[src/rtl/seg7_count_display_if.sv]
// Count-in / display-out bundle for the 4-digit 7-segment driver.
// The slave side is the display block; the master side is whoever supplies
// the count and looks at the pins.
interface seg7_count_display_if;
    logic [13:0] i_count;
    logic [6:0]  o_seg;
    logic        o_dp;
    logic [3:0]  o_an;
    logic [15:0] o_bcd;
    logic        o_overflow;
    logic        o_valid;

    modport slave (
        input  i_count,
        output o_seg, o_dp, o_an, o_bcd, o_overflow, o_valid
    );

    modport master (
        output i_count,
        input  o_seg, o_dp, o_an, o_bcd, o_overflow, o_valid
    );
endinterface

[src/rtl/seg7_count_display.sv]
// Binary count to 4-digit multiplexed 7-segment display.
// A free-running sequential double-dabble converts the count to BCD every
// 16 cycles; an independent scan divider walks the four digit anodes.
//
// state    | meaning
// ---------+----------------------------------------------------------
// S_LOAD   | capture i_count, clear BCD shift register and iteration count
// S_SHIFT  | 14 cycles of add-3-if->=5 then shift {bcd,bin} left by one
// S_UPDATE | publish BCD and overflow, pulse o_valid on the next cycle
module seg7_count_display #(
    parameter int SCAN_DIV       = 50000,
    parameter bit SEG_ACTIVE_LOW = 1'b1,
    parameter bit AN_ACTIVE_LOW  = 1'b1,
    parameter bit BLANK_LEADING  = 1'b1
) (
    input logic                  i_clk,
    input logic                  i_rst_n,
    seg7_count_display_if.slave  bus
);

    localparam int              DIV_W    = (SCAN_DIV > 1) ? $clog2(SCAN_DIV) : 1;
    localparam logic [DIV_W-1:0] DIV_LAST = DIV_W'(SCAN_DIV - 1);

    localparam logic [6:0] SEG_RST = SEG_ACTIVE_LOW ? ~7'h3F : 7'h3F;
    localparam logic [3:0] AN_RST  = AN_ACTIVE_LOW ? 4'b1110 : 4'b0001;

    typedef enum logic [1:0] {S_LOAD, S_SHIFT, S_UPDATE} state_t;

    state_t           state_q, state_d;
    logic [13:0]      bin_q, bin_d;
    logic [15:0]      shf_q, shf_d;
    logic [3:0]       iter_q, iter_d;
    logic             cap_ovf_q, cap_ovf_d;
    logic [15:0]      bcd_q, bcd_d;
    logic             ovf_q, ovf_d;
    logic             valid_q, valid_d;
    logic [DIV_W-1:0] div_q, div_d;
    logic [1:0]       idx_q, idx_d;
    logic [6:0]       seg_q, seg_d;
    logic [3:0]       an_q, an_d;

    logic [15:0] adj;
    logic [3:0]  nib;
    logic        blank;
    logic [6:0]  raw;
    logic [3:0]  onehot;

    function automatic logic [6:0] enc(input logic [3:0] d);
        case (d)
            4'd0:    enc = 7'h3F;
            4'd1:    enc = 7'h06;
            4'd2:    enc = 7'h5B;
            4'd3:    enc = 7'h4F;
            4'd4:    enc = 7'h66;
            4'd5:    enc = 7'h6D;
            4'd6:    enc = 7'h7D;
            4'd7:    enc = 7'h07;
            4'd8:    enc = 7'h7F;
            4'd9:    enc = 7'h6F;
            default: enc = 7'h00;
        endcase
    endfunction

    // Conversion FSM: next state and datapath for the double-dabble engine.
    always_comb begin
        state_d   = state_q;
        bin_d     = bin_q;
        shf_d     = shf_q;
        iter_d    = iter_q;
        cap_ovf_d = cap_ovf_q;
        bcd_d     = bcd_q;
        ovf_d     = ovf_q;
        valid_d   = 1'b0;
        adj       = shf_q;
        case (state_q)
            S_LOAD: begin
                bin_d     = bus.i_count;
                shf_d     = '0;
                iter_d    = '0;
                cap_ovf_d = (bus.i_count > 14'd9999);
                state_d   = S_SHIFT;
            end
            S_SHIFT: begin
                for (int k = 0; k < 4; k++) begin
                    if (shf_q[4*k +: 4] >= 4'd5) begin
                        adj[4*k +: 4] = shf_q[4*k +: 4] + 4'd3;
                    end
                end
                // The ten-thousands bit falls off the top; only the overflow
                // flag remembers it.
                shf_d  = {adj[14:0], bin_q[13]};
                bin_d  = {bin_q[12:0], 1'b0};
                iter_d = iter_q + 4'd1;
                if (iter_q == 4'd13) begin
                    state_d = S_UPDATE;
                end
            end
            S_UPDATE: begin
                bcd_d   = shf_q;
                ovf_d   = cap_ovf_q;
                valid_d = 1'b1;
                state_d = S_LOAD;
            end
            default: state_d = S_LOAD;
        endcase
    end

    // Scan divider and registered digit decode; decoding from the next-state
    // BCD/index keeps anode and segments changing on the same edge.
    always_comb begin
        div_d = div_q + DIV_W'(1);
        idx_d = idx_q;
        if (div_q == DIV_LAST) begin
            div_d = '0;
            idx_d = idx_q + 2'd1;
        end

        nib    = 4'd0;
        blank  = 1'b0;
        onehot = 4'b0001;
        case (idx_d)
            2'd0: begin nib = bcd_d[3:0];   blank = 1'b0;                  onehot = 4'b0001; end
            2'd1: begin nib = bcd_d[7:4];   blank = (bcd_d[15:4] == '0);  onehot = 4'b0010; end
            2'd2: begin nib = bcd_d[11:8];  blank = (bcd_d[15:8] == '0);  onehot = 4'b0100; end
            default: begin nib = bcd_d[15:12]; blank = (bcd_d[15:12] == '0); onehot = 4'b1000; end
        endcase

        if (ovf_d) begin
            raw = 7'h40;
        end else if (BLANK_LEADING && blank) begin
            raw = 7'h00;
        end else begin
            raw = enc(nib);
        end

        seg_d = SEG_ACTIVE_LOW ? ~raw : raw;
        an_d  = AN_ACTIVE_LOW ? ~onehot : onehot;
    end

    // State and output registers with synchronous active-low reset.
    always_ff @(posedge i_clk) begin
        if (!i_rst_n) begin
            state_q   <= S_LOAD;
            bin_q     <= '0;
            shf_q     <= '0;
            iter_q    <= '0;
            cap_ovf_q <= 1'b0;
            bcd_q     <= '0;
            ovf_q     <= 1'b0;
            valid_q   <= 1'b0;
            div_q     <= '0;
            idx_q     <= '0;
            seg_q     <= SEG_RST;
            an_q      <= AN_RST;
        end else begin
            state_q   <= state_d;
            bin_q     <= bin_d;
            shf_q     <= shf_d;
            iter_q    <= iter_d;
            cap_ovf_q <= cap_ovf_d;
            bcd_q     <= bcd_d;
            ovf_q     <= ovf_d;
            valid_q   <= valid_d;
            div_q     <= div_d;
            idx_q     <= idx_d;
            seg_q     <= seg_d;
            an_q      <= an_d;
        end
    end

    assign bus.o_bcd      = bcd_q;
    assign bus.o_overflow = ovf_q;
    assign bus.o_valid    = valid_q;
    assign bus.o_seg      = seg_q;
    assign bus.o_an       = an_q;
    assign bus.o_dp       = SEG_ACTIVE_LOW;

endmodule

[src/flat_wrapper.sv]
// flat-port wrapper written by rule: the top's interface ports become plain ports
module seg7_count_display_flat 
#(
    parameter int SCAN_DIV       = 50000,
    parameter bit SEG_ACTIVE_LOW = 1'b1,
    parameter bit AN_ACTIVE_LOW  = 1'b1,
    parameter bit BLANK_LEADING  = 1'b1
)
  (i_clk, i_rst_n, bus_i_count, bus_o_seg, bus_o_dp, bus_o_an, bus_o_bcd, bus_o_overflow, bus_o_valid);
  seg7_count_display_if bus_i ();
  input logic i_clk;
  input logic i_rst_n;
  input wire logic [$bits(bus_i.i_count)-1:0] bus_i_count;
  output wire logic [$bits(bus_i.o_seg)-1:0] bus_o_seg;
  output wire logic [$bits(bus_i.o_dp)-1:0] bus_o_dp;
  output wire logic [$bits(bus_i.o_an)-1:0] bus_o_an;
  output wire logic [$bits(bus_i.o_bcd)-1:0] bus_o_bcd;
  output wire logic [$bits(bus_i.o_overflow)-1:0] bus_o_overflow;
  output wire logic [$bits(bus_i.o_valid)-1:0] bus_o_valid;
  assign bus_i.i_count = bus_i_count;
  assign bus_o_seg = bus_i.o_seg;
  assign bus_o_dp = bus_i.o_dp;
  assign bus_o_an = bus_i.o_an;
  assign bus_o_bcd = bus_i.o_bcd;
  assign bus_o_overflow = bus_i.o_overflow;
  assign bus_o_valid = bus_i.o_valid;
  seg7_count_display #(.SCAN_DIV(SCAN_DIV), .SEG_ACTIVE_LOW(SEG_ACTIVE_LOW), .AN_ACTIVE_LOW(AN_ACTIVE_LOW), .BLANK_LEADING(BLANK_LEADING)) u_core (.i_clk(i_clk), .i_rst_n(i_rst_n), .bus(bus_i));
endmodule
[config.mk]
export PLATFORM = sky130hd
export DESIGN_NAME = seg7_count_display_flat
export DESIGN_NICKNAME = d
export VERILOG_FILES = /design/src/rtl/seg7_count_display_if.sv /design/src/rtl/seg7_count_display.sv /design/src/flat_wrapper.sv
export SDC_FILE = /design/constraint.sdc
export NUM_CORES = 1
export LEC_CHECK = 0
export BUFFER_PORTS_ARGS = -buffer_cell sky130_fd_sc_hd__buf_2
export CAP_MARGIN = 20
export CORE_ASPECT_RATIO = 1.4
export CORE_UTILIZATION = 63
export DETAILED_ROUTE_END_ITERATION = 12
export PLACE_DENSITY = 0.85
export SLEW_MARGIN = 0
export SYNTH_ARGS = -nofsm -noshare
export SYNTH_HDL_FRONTEND = slang
export SYNTH_SLANG_ARGS = --single-unit
[constraint.sdc]
create_clock -name i_clk -period 7.7 [get_ports i_clk]
set_clock_uncertainty 0.1 [all_clocks]
set_input_delay 1.155 -clock i_clk [delete_from_list [all_inputs] [get_ports i_clk]]
set_output_delay 1.155 -clock i_clk [all_outputs]
set_load 0.05 [all_outputs]
==> results of run 1 <==
==> state kept, by name, summed over array words and instances (netlist names), 2 cells and up <==
name,count
u_core.shf_q,16
u_core.bus.o_an,4
u_core.div_q,16
u_core.state_q,2
u_core.bin_q,14
u_core.bus.o_bcd,16
u_core.idx_q,2
u_core.iter_q,4
u_core.bus.o_seg,7
==> synthesized netlist by cell type, types with 8 or more instances <==
master     n
dfxtp_1   84
nand2_1   47
o21ai_0   39
mux2i_1   34
nor2_1    33
nor2b_1   18
a21oi_1   17
and2_1    17
clkbuf_1  16
ha_1      16
inv_1     15
xor2_1    11
nand3_1    9
xnor2_1    9
nand2b_1   8
==> routing by layer <==
| metal | part of all wire (%) | up-vias | GRT usage [%] |
|---|---|---|---|
| met5 | 0 | - | 0 |
| met4 | 3.4 | 0 | 15.7 |
| met3 | 4.8 | 25 | 4.22 |
| met2 | 53 | 96 | 48.4 |
| met1 | 38 | 1752 | 29.8 |
| li1 | - | 1756 | - |
==> where the power goes <==
part	total [uW]	internal, uW	switching, uW
Combinational	33.1	15.8	17.2
Clock	346	191	154
Sequential	446	441	4.92
Total	824	648	176
==> path summary, 6_finish.rpt <==
check,start,to,slack [ns],depth (start not counted)
worst max register to register,u_core.state_q[1],u_core.bus.o_seg[0],4.45,10
worst min-delay path,u_core.div_q[0],u_core.div_q[0],0.37,1
worst min register to register,u_core.div_q[0],u_core.div_q[0],0.37,1
worst max-delay path,u_core.state_q[1],u_core.bus.o_seg[0],4.45,10
==> cell type report <==
class	instances	area, um^2
clock buffers	12	145
clock inverters	4	72.6
fillers	478	1810
inverters	15	56.3
multi-input cells	356	2480
flip-flops and latches	84	1680
well taps	92	115
repair buffers	46	255
==> per-stage QoR <==
stage | instances | setup WS [ns]
floorplan | 483 | 5.15
global placement | 592 | 4.25
detailed placement | 592 | 4.10
CTS | 608 | 4.06
global route | 609 | 4.22
finish | 609 | 4.45
==> cell usage in the layout (no fill, tap or decap), types with 11 or more instances in the layout <==
cell / n
and2_1: 17
dfxtp_1: 84
a21oi_1: 17
ha_1: 16
xor2_1: 11
nor2_1: 33
mux2i_1: 34
inv_1: 15
o21ai_0: 39
nor2b_1: 18
buf_2: 44
nand2_1: 47
==> cell families (layout without fill, tap and decap cells) <==
kind of cell | count (synthesis) | after routing
simple gates | 175 | 175
compound gates | 100 | 100
flops | 84 | 84
mux | 44 | 44
buf+inv | 43 | 77
xor+xnor | 20 | 20
fa+ha+maj | 16 | 16
other cells | 1 | 1
==> worst max-delay path, stage by stage, from the launching register on <==
cell and delay [ns]:
dfxtp_1 0.58, buf_4 0.36, nand2b_4 0.26, mux4_2 0.33
nor2_1 0.07, a2111oi_4 0.57, inv_1 0.21, ha_1 0.26
mux2i_1 0.15, nor2_1 0.06, o21a_1 0.18
==> metrics.txt, run 1 <==
status finished, final reports clean; Mapped Cells 483; H-tree depth 3; # port buffers 44; initial antenna violation count 0; Crit Path Category register to register; Post-Synth Simple-Gate Area 21.9%; initial core utilization 65.9%; hold bufs inserted after CTS 0; Die Ht 100 um; Power, Total 824 uW; Primary FF master, synth dfxtp_1; core area 6610 um^2; clk_lat worst skew 0.35 ns; Final GP Congestion 0.879; Initial DRC Count 243; Synth top area share 38.6%; vias in the first global route 3411; finished layout cell area 4810 um^2; Rows 35; Total Neg Setup Slack 0 ns; GRT Total Usage 27.1%; HPWL after DPL 6.83 mm; Routed wire per std cell 15.7 um; Min Hold Slack 0.371 ns; first-pass GRT wire length 15.3 mm; hold violation count in the final report 0; synthesized area 4360 um^2; Die ar. 7260 um^2; largest net degree at the start of global routing 53; Area Overhead vs Synth 10.3%; worst slew pin tran 0.797 ns; flops & latches, synth 84; Async S/R FF share, synth 0%; fin crit period 3.25 ns; yosys warns 0; synth top area cells dfxtp_1, mux2i_1, ha_1, o21ai_0, nand2_1; Max Cap Viol 0; CP required 7.85 ns; Final ANT Viol Nets 0; syn nets 515; largest family of logic cells by synthesized area simple AND/OR/NAND/NOR gates; Reg clk slew, reported paths 0.08 ns; drt total wl 9.54 mm; library cells used by synthesis 57; area share of fa/ha/maj cells after synthesis 4.60%; area leader, netlist dfxtp_1; RSZ-0062 raised after global routing no; CTS tree built; HP Class register to register; Power Density 172 nW/um^2; TritonCTS Sinks 84; Max Fclk 308 MHz; sequential area share after synthesis 38.6%; Critical Path AT 3.40 ns; Synth Area in XOR/XNOR 4.02%; Residual DRC 0; share of layout cells above drive strength 1 15.5%; Die Span X 72.3 um; fin util 72.7%; CP endpoint kind register; Area after DPL 4560 um^2; Post-CTS Setup Inserts 0; Pre-Repair DR Iteration Count 4; Leakage 0.00204 uW; Num CTS Buffers 9; vias per cell 5.96; Avg Inst Size Synth 9.02 um^2; n_diodes 0; CP Max Fanout 30; Startpoint Class register; final setup fails 0; Max clock buf depth 2; Slew Limit Fails 0; number of synthesized flops with an enable pin 0; GR Overflow Total 0; CTS root buf clkbuf_8; routed vias 3629; fin crit share 42.2%; slew margin rel. 46.9%; mux share of post-synthesis cell area 11.1%; Synth Area in Compound Gates 15.3%; Post-CTS Resized 0; Worst VDD drop 0.000123 V; nets 544; I/O Pins 46
Power figures use the tool's default switching activity.
==> run 2: changes to the inputs <==
- CORE_UTILIZATION: 63 -> 53
- PLACE_DENSITY: 0.85 -> 0.76
- clock period: 7.7 -> 2.7 ns (I/O delays scaled with it)
==> run 2 against run 1 <==
Net effect:
- via count is 1.6% higher
- cell count rose by 5.3%
- sequential power rose to 2.8 times the previous value
- non-clock buffer count up 24
- core utilization is 8.4 points lower
==> metrics.txt, run 2 (synthesis gave the netlist of run 1 again) <==
setup ws final 0.0556 ns (-4.40 ns); Worst VDD drop 0.000425 V (+240%); vias in the first global route 3664 (+7.4%); Residual DRC 0 (unchanged); hold violation count in the final report 0 (unchanged); worst r2r path cells 8 (-2); Power Density 476 nW/um^2 (+180%); largest net degree at the start of global routing 36 (-32%); Final ANT Viol Nets 0 (unchanged); CTS root buf clkbuf_8; initial core utilization 55.5% (-10 points); finished layout cell area 5040 um^2 (+4.9%); Max Cap Viol 0 (unchanged); Critical R2R Capture u_core.bus.o_seg[6]; Die ar. 8590 um^2 (+18%); Critical Path AT 2.84 ns (-0.56 ns); drt total wl 9.86 mm (+3.3%); Max Fclk 378 MHz (+23%); clk_lat worst skew 0.37 ns (+0.02 ns); nets 568 (+4.4%); pre-CTS setup slack -0.0618 ns (-4.16 ns); Routed wire per std cell 15.4 um (-1.8%); I/O Pins 46 (unchanged); met1 GRT Util 25.8% (-3.9 points); initial antenna violation count 0 (unchanged); Reg clk slew, reported paths 0.08 ns (about the same); status finished, final reports clean; worst slew pin tran 0.643 ns (-0.154 ns); CTS tree built; routed vias 3687 (+1.6%); n_diodes 0 (unchanged); Area Overhead vs Synth 15.8%; HP Class primary input to register; # port buffers 44 (unchanged); Initial DRC Count 169 (-30%); slew margin rel. 57.0% (+10 points); core area 7850 um^2 (+19%); RSZ-0062 raised after global routing yes; first-pass GRT wire length 16.3 mm (+6.2%); H-tree depth 3 (unchanged); share of layout cells above drive strength 1 22.2% (+6.7 points); Final GP Congestion 0.902 (+2.6%); final setup fails 0 (unchanged); CP endpoint kind register; Pre-Repair DR Iteration Count 4 (unchanged); Register Area 1690 um^2 (+0.60%); CP Max Fanout 7 (-77%); Die Ht 109 um (+8.8%); GRT Total Usage 24.7% (-2.4 points); HPWL after DPL 7.34 mm (+7.5%); fin crit period 2.64 ns (-0.603 ns); Fillers 678 (+42%); M3 GR Usage 5.27% (+1.1 points); reg2reg setup slack 0.06 ns (-4.40 ns); Slew Limit Fails 0 (unchanged); Hold Crit Start bus_i_count[0]; TritonCTS Sinks 84 (unchanged); hold depth 3 (+2); fin crit share 97.9% (+56 points); vias per cell 5.75 (-3.5%); Max clock buf depth 2 (unchanged); CP required 2.89 ns (-4.96 ns); Crit Path Category register to register; Multi-input gate area 2520 um^2 (+1.6%); most common cell after layout, fill and taps aside dfxtp_1; Rows 38 (+8.6%); Startpoint Class register; met2 GRT Util 44.6% (-3.8 points); hold endpoint u_core.bin_q[0]; Area after DPL 4740 um^2 (+3.8%); FF-to-FF Start u_core.div_q[4]; Die Span X 78.6 um (+8.8%); GR Overflow Total 0 (unchanged); Num CTS Buffers 9 (unchanged); Power, Total 2400 uW (+190%); most frequent cells in the layout dfxtp_1, nand2_1, buf_2; Leakage 0.00214 uW (+5.2%); busiest layer in global routing met2
[run 2: changes by cell type in the layout (fill, tap and decap cells not counted), sizes merged]
cell,change
buf,+24
clkbuf,-1
clkinvlp,+1
[run 2: repair_timing]
item	4_1_cts	5_1_grt
gates cloned	0	0
pin swaps	3	7
setup endpoints to repair	4	7
hold buffers	0	0
endpoints found under the hold margin	0	0
setup buffers	3	0
resized for setup	2	16
[run 2: through the flow]
| step | hold slack [ns] | instances | TNS [ns] | utilization (%) |
|---|---|---|---|---|
| after floorplan | 0.318 | 483 | 0 | - |
| after global placement | 0.329 | 622 | 0 | 60.4 |
| after detailed placement | 0.343 | 622 | -0.142 | 60.4 |
| after CTS | 0.182 | 641 | 0 | 63.7 |
| after global routing | 0.201 | 641 | -0.0617 | 64.3 |
| final | 0.199 | 641 | 0 | 64.3 |
[run 2: cell type report]
type | instances | share of cell area, %
Sequential cell | 84 | 33.5
Tap cell | 100 | 2.48
Timing Repair Buffer | 70 | 8.24
Multi-Input combinational cell | 356 | 50.0
Clock inverter | 5 | 1.66
Clock buffer | 11 | 3.00
Inverter | 15 | 1.12
[run 2: layer usage]
metal / wire [um] / vias up
met1: 3880 / 1796
met3: 356 / 27
met2: 5260 / 66
met5: 0 / -
li1: - / 1798
met4: 356 / 0
[run 2: worst max-delay path by stage]
stage	startpoint	end	cells past startpoint
2_1_floorplan	u_core.div_q[0]	u_core.bus.o_seg[3]	11
3_3_place_gp	u_core.div_q[0]	u_core.bus.o_seg[3]	10
3_5_place_dp	u_core.div_q[0]	u_core.bus.o_seg[0]	10
4_1_cts	u_core.div_q[0]	u_core.bus.o_seg[6]	9
5_1_grt	u_core.div_q[4]	u_core.bus.o_seg[6]	8
6_report	u_core.div_q[4]	u_core.bus.o_seg[6]	8
[run 2: power breakdown]
group | total [uW] | internal, uW | switching (uW)
registers | 1270 | 1260 | 14.1
clock network | 1030 | 572 | 460
logic | 96.4 | 45.8 | 50.7
[run 2: worst max-delay path: stages, from the launching register on]
cell       delay, ns
dfxtp_2         0.34
nor4b_4         0.34
nand4_4         0.20
mux2_4          0.35
a2111oi_4       0.46
ha_2            0.28
mux2i_1         0.07
mux2_4          0.26
a31oi_1         0.16
==> run 3: changes to the inputs <==
- CORE_UTILIZATION: 53 -> 65
- CTS_BUF_LIST: unset -> sky130_fd_sc_hd__clkbuf_2 sky130_fd_sc_hd__clkbuf_4 sky130_fd_sc_hd__clkbuf_8
- PLACE_DENSITY: 0.76 -> 0.87
- clock period: 2.7 -> 3.3 ns (I/O delays scaled with it)
==> run 3 against run 2 <==
Net effect:
- the flow now finishes with violations (DRC)
- non-clock buffer count down 21
- critical path depth up 2
- hold slack better by 0.10 ns
- total power down 26%
- critical endpoint is now u_core.bus.o_seg[5]
- core utilization up 11 points
- wire length down 8.2%
==> metrics.txt, run 3 (synthesis gave the netlist of run 1 again) <==
CTS tree built; clk_lat worst skew 0.36 ns (about the same); Routed wire per std cell 15.3 um (-0.26%); Leakage 0.00203 uW (-5.2%); RSZ-0062 raised after global routing no; Worst VDD drop 0.000295 V (-31%); most frequent cell on the critical path ha_1; Multi-input gate area 2480 um^2 (-1.6%); first-pass GRT wire length 15.1 mm (-6.9%); HP Class primary input to register; Pre-Repair DR Iteration Count 8 (+4); nets 547 (-3.7%); CTS root buf clkbuf_8; hold violation count in the final report 0 (unchanged); CP Buf/Inv Count 1 (+1); Max Fclk 332 MHz (-12%); GRT Total Usage 27.4% (+2.7 points); Area Overhead vs Synth 8.82%; hold depth 3 (unchanged); n_diodes 0 (unchanged); Slew Limit Fails 0 (unchanged); final setup fails 0 (unchanged); Num CTS Buffers 9 (unchanged); CP required 3.51 ns (+0.62 ns); Post-CTS Setup Inserts 0 (-3); Die Span X 71.2 um (-9.5%); drt total wl 9.05 mm (-8.2%); Die Ht 98.9 um (-9.5%); # port buffers 44 (unchanged); Reg clk slew, reported paths 0.08 ns (about the same); Critical Path AT 3.22 ns (+0.38 ns); Startpoint Class register; GR Overflow Total 0 (unchanged); CP Max Fanout 12 (+5); Power Density 377 nW/um^2 (-21%); Post-CTS Resized 0 (-2); Max Cap Viol 0 (unchanged); initial antenna violation count 0 (unchanged); TritonCTS Sinks 84 (unchanged); Crit Path Category register to register; worst r2r path cells 10 (+2); core area 6340 um^2 (-19%); CP Cell Sequence ha_1, and3_1, and4_1, nor2_1, a2111oi_4, inv_1, ha_1, nand2b_1, a21oi_1, o21a_1; Register Area 1680 um^2 (-0.59%); routed vias 3522 (-4.5%); HPWL after DPL 6.61 mm (-10%); initial core utilization 68.7% (+13 points); FF-to-FF Start u_core.div_q[0]; Max clock buf depth 2 (unchanged); top cell family by delay on the critical path simple AND/OR/NAND/NOR gates; Fillers 461 (-32%); hold bufs inserted after CTS 0 (unchanged); worst slew pin tran 0.620 ns (-0.0229 ns); most frequent cells in the layout dfxtp_1, nand2_1, buf_2; hold endpoint u_core.bin_q[0]; fin crit period 3.01 ns (+0.369 ns); slowest stage delay, CP 0.54 ns (+0.08 ns); vias in the first global route 3337 (-8.9%); CP endpoint kind register; Final ANT Viol Nets 0 (unchanged); status complete, but fails checks; H-tree depth 3 (unchanged); slew margin rel. 58.6% (+1.5 points); finished layout cell area 4740 um^2 (-6.0%); most common cell after layout, fill and taps aside dfxtp_1; Max stage delay cell, worst path and4_1; fin crit share 91.3% (-6.6 points); vias per cell 5.97 (+3.8%); Total Neg Setup Slack 0 ns (unchanged); I/O Pins 46 (unchanged); failing checks DRC; Die ar. 7040 um^2 (-18%); Initial DRC Count 177 (+4.7%); share of layout cells above drive strength 1 16.0% (-6.2 points); Hold Crit Start bus_i_count[0]; Rows 34 (-11%); largest net degree at the start of global routing 38 (+5.6%); Final GP Congestion 0.923 (+2.3%); Area after DPL 4570 um^2 (-3.6%); Residual DRC 3 (+3); reg2reg setup slack 0.29 ns (+0.23 ns); Critical R2R Capture u_core.bus.o_seg[5]
-- run 3: how the worst max path moves through the flow --
stage	from	endpoint	slack (ns)	cells past startpoint
after global routing	u_core.div_q[0]	u_core.bus.o_seg[3]	0.08	10
after global placement	u_core.div_q[0]	u_core.bus.o_seg[3]	0.48	10
after detailed placement	u_core.div_q[0]	u_core.bus.o_seg[5]	0.35	10
after CTS	u_core.div_q[0]	u_core.bus.o_seg[5]	0.31	10
final	u_core.div_q[0]	u_core.bus.o_seg[5]	0.29	10
after floorplan	u_core.div_q[0]	u_core.bus.o_seg[3]	0.75	11
-- run 3: worst register-to-register path, cell delays in order (launching register included) --
cell and delay, ns:
dfxtp_1 0.36, ha_1 0.19, and3_1 0.30, and4_1 0.54
nor2_1 0.15, a2111oi_4 0.50, inv_1 0.17, ha_1 0.23
nand2b_1 0.14, a21oi_1 0.16, o21a_1 0.12
-- run 3: stage by stage --
| step | hold WS (ns) | util (%) | worst slack (ns) | std cells | total power, uW |
|---|---|---|---|---|---|
| global route | 0.309 | 74.8 | 0.0809 | 590 | 1850 |
| global placement | 0.328 | 72.0 | 0.479 | 576 | 1130 |
| floorplan | 0.318 | - | 0.749 | 483 | 1120 |
| detailed placement | 0.335 | 72.0 | 0.347 | 576 | 1140 |
| finish | 0.300 | 74.8 | 0.287 | 590 | 1780 |
| CTS | 0.291 | 74.8 | 0.311 | 590 | 1800 |
-- run 3: cell type report --
| type | instances | share of cell area, % |
|---|---|---|
| tap | 72 | 1.90 |
| multi-input combinational | 356 | 52.3 |
| inverter | 15 | 1.19 |
| sequential | 84 | 35.5 |
| timing repair buffer | 49 | 5.44 |
| clock inverter | 2 | 0.211 |
| clock buffer | 12 | 3.48 |
-- run 3: per-layer routing --
metal / global-route usage, % / routed length, um / share of wire [%] / vias to the layer above
met5: 0 / 0 / 0 / -
met4: 16.9 / 361 / 4.0 / 0
met3: 4.40 / 290 / 3.2 / 22
met2: 47.5 / 4640 / 51 / 76
met1: 31.0 / 3760 / 42 / 1668
li1: - / - / - / 1756
-- run 3: power breakdown --
part	switching, uW	internal (uW)
registers	11.0	1030
logic	39.5	35.0
clock network	346	324
total	397	1390
